## config.mk

```make
export PLATFORM = sky130hd
export DESIGN_NAME = key_schedule
export DESIGN_NICKNAME = d
export VERILOG_FILES = /design/src/rtl/key_schedule.sv
export SDC_FILE = /design/constraint.sdc
export NUM_CORES = 1
export LEC_CHECK = 0
export CAP_MARGIN = 10
export CORE_AREA = 3 3 105 107
export DETAILED_ROUTE_END_ITERATION = 8
export DIE_AREA = 0 0 108 110
export PLACE_DENSITY = 0.67
export SLEW_MARGIN = 20
export SYNTH_ARGS = -nofsm -noshare
export SYNTH_HDL_FRONTEND = slang
export SYNTH_SLANG_ARGS = --single-unit
```

## constraint.sdc

```tcl
create_clock -name clk -period 4 [get_ports clk]
set_clock_uncertainty 0.15 [all_clocks]
set_input_delay 0.8 -clock clk [delete_from_list [all_inputs] [get_ports clk]]
set_output_delay 0.8 -clock clk [all_outputs]
set_load 0.05 [all_outputs]
```

## src/rtl/key_schedule.sv

```systemverilog
// rtl/key_schedule.sv - SIMON32/64 round-key generator for the iterative datapath
//
// Holds the four most recent 16-bit key words in a shift register (kr0 is the
// key presented for the current round) and derives the next word on the fly
// whenever the round controller consumes a key.
//
// Ports:
//   clk        rising-edge clock
//   rst_n      synchronous reset, active-low
//   key_in     64-bit master key {k3,k2,k1,k0}; k0 is the round-0 key
//   load       capture key_in and restart at round 0
//   advance    current round key consumed; step to the next round
//   round_key  key for round round_idx (registered)
//   round_idx  index of the presented key, 0..ROUNDS-1
//   key_valid  round_key/round_idx are meaningful
//   done       one-cycle pulse after the final key is consumed

module key_schedule #(
  parameter int          ROUNDS = 32,
  parameter logic [61:0] Z_SEQ  = 62'h3E8958737D12B0E6
) (
  input  logic        clk,
  input  logic        rst_n,
  input  logic [63:0] key_in,
  input  logic        load,
  input  logic        advance,
  output logic [15:0] round_key,
  output logic [4:0]  round_idx,
  output logic        key_valid,
  output logic        done
);

  typedef enum logic {
    IDLE   = 1'b0,
    ACTIVE = 1'b1
  } state_t;

  localparam logic [4:0] LAST_IDX = 5'(ROUNDS - 1);

  state_t      state;
  logic [15:0] kr0, kr1, kr2, kr3;
  logic [15:0] tmp_a, tmp_b, knew;
  logic [5:0]  z_idx;
  logic        z_bit;

  function automatic logic [15:0] ror(input logic [15:0] x, input int r);
    return (x >> r) | (x << (16 - r));
  endfunction

  // Z_SEQ[61] holds z bit 0, so round i draws from bit 61-i.
  always_comb begin
    z_idx = 6'd61 - {1'b0, round_idx};
    z_bit = Z_SEQ[z_idx];
    tmp_a = ror(kr3, 3) ^ kr1;
    tmp_b = tmp_a ^ ror(tmp_a, 1);
    // 16'hFFFC folds the bitwise inversion of kr0 and the constant 3 together.
    knew  = kr0 ^ tmp_b ^ 16'hFFFC ^ {15'b0, z_bit};
  end

  always_ff @(posedge clk) begin
    if (!rst_n) begin
      state     <= IDLE;
      kr0       <= '0;
      kr1       <= '0;
      kr2       <= '0;
      kr3       <= '0;
      round_idx <= '0;
      key_valid <= 1'b0;
      done      <= 1'b0;
    end else begin
      done <= 1'b0;
      if (load) begin
        // Load has priority over advance, including the final advance.
        kr0       <= key_in[15:0];
        kr1       <= key_in[31:16];
        kr2       <= key_in[47:32];
        kr3       <= key_in[63:48];
        round_idx <= '0;
        key_valid <= 1'b1;
        state     <= ACTIVE;
      end else if (advance && state == ACTIVE) begin
        if (round_idx == LAST_IDX) begin
          key_valid <= 1'b0;
          done      <= 1'b1;
          state     <= IDLE;
        end else begin
          kr0       <= kr1;
          kr1       <= kr2;
          kr2       <= kr3;
          kr3       <= knew;
          round_idx <= round_idx + 5'd1;
        end
      end
    end
  end

  assign round_key = kr0;

endmodule

```

==> flow_summary_export.csv, run 1 <==
group,metric,value,unit
synthesis,yosysUniqueCellTypes,33,
floorplanning,rows,37,
placed_design,port_buffers,90,
floorplanning,core-area,10200,um^2
setup_path,worstSetupStartpointType,"flip-flop",
pwr,p_per_area,342,nW/um^2
clock_network,insertion_delay,0.34,ns
clock_network,cts_inserted_buffers,9,
setup_path,crit_required,3.05,ns
cells_and_area,layout_commonest_cell,"clkdlybuf4s50_1",
setup_path,reg2reg_depth,8,
synthesis,ys_seq_area_share,35.5,%
pwr,max-vdd-ir-drop,0.154,mV
synthesis,yosys_warnings,0,
detailed_routing,drt-total-wl,9.16,mm
sta,finalMaxSlewViolations,0,
sta,final.min_clock_period,2.67,ns
synthesis,synth_ff_type,"dfxtp_1",
floorplanning,dieWidth,108,um
cells_and_area,area.growth.synth_to_final,29.2,%
detailed_routing,ant_nets,0,
synthesis,synth_largest_area_cell,"dfxtp_1",
synthesis,ys_ff_latch,71,
pwr,p_leak,2.18,nW
detailed_routing,vias,3241,
grt,grt_pass1_wl,15.3,mm
setup_path,crit_path_max_incr_delay,0.87,ns
sta,finalSetupViolCount,0,
floorplanning,fp.dieH,110,um
clock_network,h-tree-depth,3,
setup_path,reg2reg_slack,1.48,ns
detailed_routing,drt_iter0_markers,122,
floorplanning,io_pins,91,
min_path,whs_path_depth,2,
clock_network,clock-sinks,71,
placed_design,gp_congestion,0.804,
grt,grt_pass1_vias,3209,
grt,grtUsageTotal,16.1,%
sta,maxSlewHeadroom,56.2,%
cells_and_area,nets,612,
clock_network,cts_tree,"built",
floorplanning,dieArea,11900,um^2
sta,fin_crit_sh,66.8,%
sta,max_freq,374,MHz
sta,fin_tns_setup,0,ns
synthesis,syn-num-nets,539,
cells_and_area,drive_above_1_share,4.81,%
min_path,min_from,"state",
clock_network,cts.repair.resized,0,
status,status,"complete, no violations",
pwr,total_power,0.00177,W
setup_path,end_kind,"primary output",
setup_path,worstReg2RegStart,"round_idx[0]",
grt,globalRouteOverflowTotal,0,
sta,finalHoldViolCount,0,
setup_path,cp_max_fo,8,
synthesis,ys_top_cells_by_area,"dfxtp_1, mux2i_1, xnor2_1",
clock_network,clk_pin_slew_worst_paths,0.07,ns
sta,rsz0062_at_grt,"no",
setup_path,reg2reg_to,"kr1[8]",
setup_path,crit_chain,"clkdlybuf4s50_1",
min_path,min_path_type,"reg -> reg",
clock_network,cts_setup_buffers,0,
sta,worst_pin_slew,0.657,ns
floorplanning,start_util,39.2,%
detailed_routing,drt_first_pass_iters,4,
synthesis,synth.top_cell.area_share,35.5,%
setup_path,crit_arrival,1.72,ns
placed_design,hpwlAfterDp,6.58,mm
clock_network,clock_path_buffers,2,
grt,grt_start_max_net_pins,77,
job,maxCapViolations,0,
setup_path,critical_path_buf_inv_count,1,
cells_and_area,layout_common_cells,"clkdlybuf4s50_1, nand2_1, dfxtp_1",
setup_path,cp_slowest_cell,"clkdlybuf4s50_1",
grt,antenna_found_initial,0,
synthesis,synth-async-reset-ratio,0,%
synthesis,netlist_area,4010,um^2
clock_network,cts_root_buffer,"clkbuf_8",
min_path,min_to,"done",
clock_network,ctsHoldBuffers,0,
detailed_routing,wl_per_cell,13.5,um
setup_path,crit_type,"reg -> out",
synthesis,syn_area_per_cell,8.68,um^2
cells_and_area,n_antenna_cell,0,
synthesis,syn_inst,462,
detailed_routing,vias_per_cell,4.79,
detailed_routing,drc,0,
synthesis,synth-edff-count,0,
setup_path,cp_top_family,"buffers and inverters",
-- per-layer routing --
layer	GRT usage [%]	share of wire (%)
met2	26.2	46
met5	0	0
met3	4.02	4.4
met1	21.6	49
met4	3.70	0.72
-- sequential cells by signal, indices dropped and copies added, names as in the netlist --
name,flops
round_idx,5
state,1
kr2,16
kr3,16
kr1,16
round_key,16
done,1
-- kinds of logic after synthesis --
kind of cell | after synthesis | synth area share [%]
simple gates | 154 | 18.3
compound gates | 86 | 13.2
flops | 71 | 35.5
mux | 55 | 14.5
xor+xnor | 52 | 11.9
buf+inv | 35 | 3.78
fa+ha+maj | 9 | 2.81
-- worst max-delay path by stage --
stage	to	start	cells after the start	slack (ns)
after global placement	kr1[8]	advance	6	1.41
after floorplan	round_key[10]	round_idx[1]	9	1.40
after CTS	round_idx[0]	round_idx[0]	1	1.31
after global routing	round_idx[1]	round_idx[1]	1	1.27
after detailed placement	kr2[14]	advance	6	1.34
final	round_idx[0]	round_idx[0]	1	1.33
-- power by group --
part	total, W	switching [W]	internal, W
clock network	0.000593	0.000269	0.000325
logic	0.000393	0.000183	0.000210
registers	0.000786	0.0000384	0.000747
-- stage by stage --
step | setup slack, ns | utilization, % | instance area, um^2 | cells | hold WS [ns]
6_report | 1.33 | 50.6 | 5180 | 676 | 0.344
4_1_cts | 1.31 | 50.6 | 5180 | 676 | 0.348
2_1_floorplan | 1.40 | - | 4010 | 462 | 0.447
3_5_place_dp | 1.34 | 48.6 | 4970 | 660 | 0.336
3_3_place_gp | 1.41 | 48.6 | 4970 | 660 | 0.335
5_1_grt | 1.27 | 50.6 | 5180 | 676 | 0.367
-- cell usage after synthesis (2+ instances only) --
library cell  instances
nor2b_1               2
a21boi_0             14
and2_1               48
mux2i_1              51
buf_1                 3
nand2_1              73
nor2_1               19
mux4_2                2
buf_2                10
a21oi_1               6
and3_1                3
o21ai_0              49
xnor2_1              45
clkbuf_1             19
nand3_1               3
a211o_1              14
inv_1                 2
nand2b_1              2
xor2_1                5
dfxtp_1              71
ha_1                  9
-- layout make-up --
type	instances	area, um^2
timing repair buffer	95	936
clock buffer	12	155
tap	136	170
clock inverter	4	52.6
multi-input combinational	356	2440
inverter	2	7.51
fill	967	5050
sequential	71	1420
(Power assumes the default switching activity.)
==> run 2, diff against run 1 <==
==> constraint.sdc (replaced) <==
create_clock -name clk -period 2.55 [get_ports clk]
set_clock_uncertainty 0.15 [all_clocks]
set_input_delay 0.51 -clock clk [delete_from_list [all_inputs] [get_ports clk]]
set_output_delay 0.51 -clock clk [all_outputs]
set_load 0.05 [all_outputs]
==> flow_summary_export.csv, run 2 (synthesis results as in run 1) <==
group,metric,value,unit
clock_network,cts_tree,"built",
placed_design,gp_congestion,0.840,
setup_path,crit_required,2.61,ns
clock_network,cts.repair.resized,0,
cells_and_area,layout_commonest_cell,"clkdlybuf4s50_1",
pwr,p_per_area,512,nW/um^2
cells_and_area,register_area,1420,um^2
clock_network,cts_setup_buffers,0,
placed_design,port_buffers,90,
clock_network,clk_pin_slew_worst_paths,0.08,ns
cells_and_area,multi_input_area,2440,um^2
sta,finalMaxSlewViolations,0,
clock_network,ctsHoldBuffers,0,
clock_network,cts_root_buffer,"clkbuf_8",
sta,final.min_clock_period,2.31,ns
status,status,"complete, no violations",
sta,worst_pin_slew,0.517,ns
detailed_routing,wl_per_cell,13.4,um
setup_path,cp_max_fo,9,
floorplanning,dieArea,11900,um^2
detailed_routing,drt_first_pass_iters,4,
sta,finalHoldViolCount,0,
floorplanning,start_util,39.2,%
sta,finalSetupViolCount,0,
detailed_routing,drt-total-wl,9.06,mm
clock_network,insertion_delay,0.35,ns
setup_path,crit_arrival,2.37,ns
floorplanning,dieWidth,108,um
grt,antenna_found_initial,0,
cells_and_area,final_core_util,50.6,%
pwr,p_clk_share,30.1,%
pwr,p_seq_share,46.5,%
setup_path,reg2reg_slack,0.24,ns
pwr,p_int,0.00186,W
min_path,min_path_type,"reg -> reg",
job,maxCapViolations,0,
floorplanning,io_pins,91,
placed_design,hpwlAfterDp,6.54,mm
pwr,swShare,29.6,%
grt,grt_pass1_wl,15.2,mm
clock_network,h-tree-depth,3,
cells_and_area,layout_common_cells,"clkdlybuf4s50_1, nand2_1, dfxtp_1",
setup_path,end_kind,"flip-flop",
cells_and_area,drive_above_1_share,5.19,%
pwr,max-vdd-ir-drop,0.235,mV
pwr,switchingPower,0.000785,W
grt,globalRouteOverflowTotal,0,
floorplanning,fp.dieH,110,um
detailed_routing,drc,0,
cells_and_area,fillers,985,
sta,max_freq,433,MHz
setup_path,crit_type,"reg -> reg",
sta,rsz0062_at_grt,"no",
cells_and_area,n_antenna_cell,0,
grt,grt_pass1_vias,3231,
pwr,p_leak,2.16,nW
sta,fin_crit_sh,90.6,%
grt,grtUsageTotal,16.1,%
cells_and_area,area.growth.synth_to_final,29.0,%
cells_and_area,final_cell_area,5170,um^2
cells_and_area,nets,612,
floorplanning,rows,37,
clock_network,cts_inserted_buffers,9,
detailed_routing,vias,3275,
placed_design,placed_cell_area,5000,um^2
floorplanning,core-area,10200,um^2
sta,maxSlewHeadroom,65.5,%
detailed_routing,ant_nets,0,
sta,fin_tns_setup,0,ns
setup_path,worstSetupStartpointType,"flip-flop",
detailed_routing,vias_per_cell,4.84,
pwr,pwr-share-comb,23.4,%
clock_network,clock_path_buffers,2,
detailed_routing,drt_iter0_markers,143,
clock_network,clock-sinks,71,
grt,grt_start_max_net_pins,66,
==> run 2: cell types whose count changed in the layout (fill, tap and decap cells not counted) <==
cell,previous run,this run
buf_12,0,2
buf_4,6,4
bufinv_16,1,0
clkbuf_8,11,9
clkinv_4,1,2
clkinvlp_4,0,2
dfxtp_1,71,69
dfxtp_2,0,2
==> run 2: critical path, stage by stage, from the launching register on <==
cell and delay, ns:
dfxtp_2 0.38, ha_1 0.51, mux2_1 0.36, mux4_2 0.47, nand2_1 0.09, o21a_1 0.14, o211ai_2 0.09
==> run 2: layout make-up <==
class,instances,share of cell area [%]
clock buffer,10,2.47
clock inverter,6,0.895
inverter,2,0.145
multi-input combinational,356,47.1
sequential,71,27.5
tap,136,3.29
timing repair buffer,95,18.6
==> run 2: power groups by stage <==
stage | Clock [W] | Combinational, W | Sequential, W
6_report | 0.000797 | 0.000620 | 0.00123
5_1_grt | 0.000874 | 0.000687 | 0.00124
3_5_place_dp | 0 | 0.000624 | 0.00126
3_3_place_gp | 0 | 0.000615 | 0.00126
4_1_cts | 0.000835 | 0.000628 | 0.00123
2_1_floorplan | 0 | 0.000372 | 0.00130
==> run 2: path summary, 6_finish.rpt <==
path            end    startpoint  cells past startpoint
min            done         state                      2
min reg2reg    done         state                      2
max reg2reg  kr3[0]  round_idx[1]                      6
max          kr3[0]  round_idx[1]                      6
==> run 2: through the flow <==
| step | total power (W) | hold WS [ns] | setup WS, ns | instances |
|---|---|---|---|---|
| after floorplan | 0.00167 | 0.447 | 0.0951 | 462 |
| after global placement | 0.00187 | 0.329 | 0.320 | 660 |
| after detailed placement | 0.00188 | 0.328 | 0.265 | 660 |
| after CTS | 0.00270 | 0.339 | 0.240 | 676 |
| after global routing | 0.00280 | 0.384 | 0.0544 | 676 |
| final | 0.00265 | 0.335 | 0.240 | 676 |
==> run 2: per-layer routing <==
metal / vias up / wire, um / track usage, %
met5: - / 0 / 0
met4: 0 / 22 / 3.25
met3: 3 / 424 / 4.48
met2: 80 / 4240 / 26.0
met1: 1497 / 4370 / 21.6
li1: 1695 / - / -
==> run 3, diff against run 2 <==
--- a/config.mk
+++ b/config.mk
@@ -7,6 +7,7 @@
 export LEC_CHECK = 0
 export CAP_MARGIN = 10
 export CORE_AREA = 3 3 105 107
+export CTS_CLUSTER_DIAMETER = 30
 export DETAILED_ROUTE_END_ITERATION = 8
 export DIE_AREA = 0 0 108 110
 export PLACE_DENSITY = 0.67
==> results of run 3 <==
No change in the layout: final DEF, timing and power equal those of run 2.
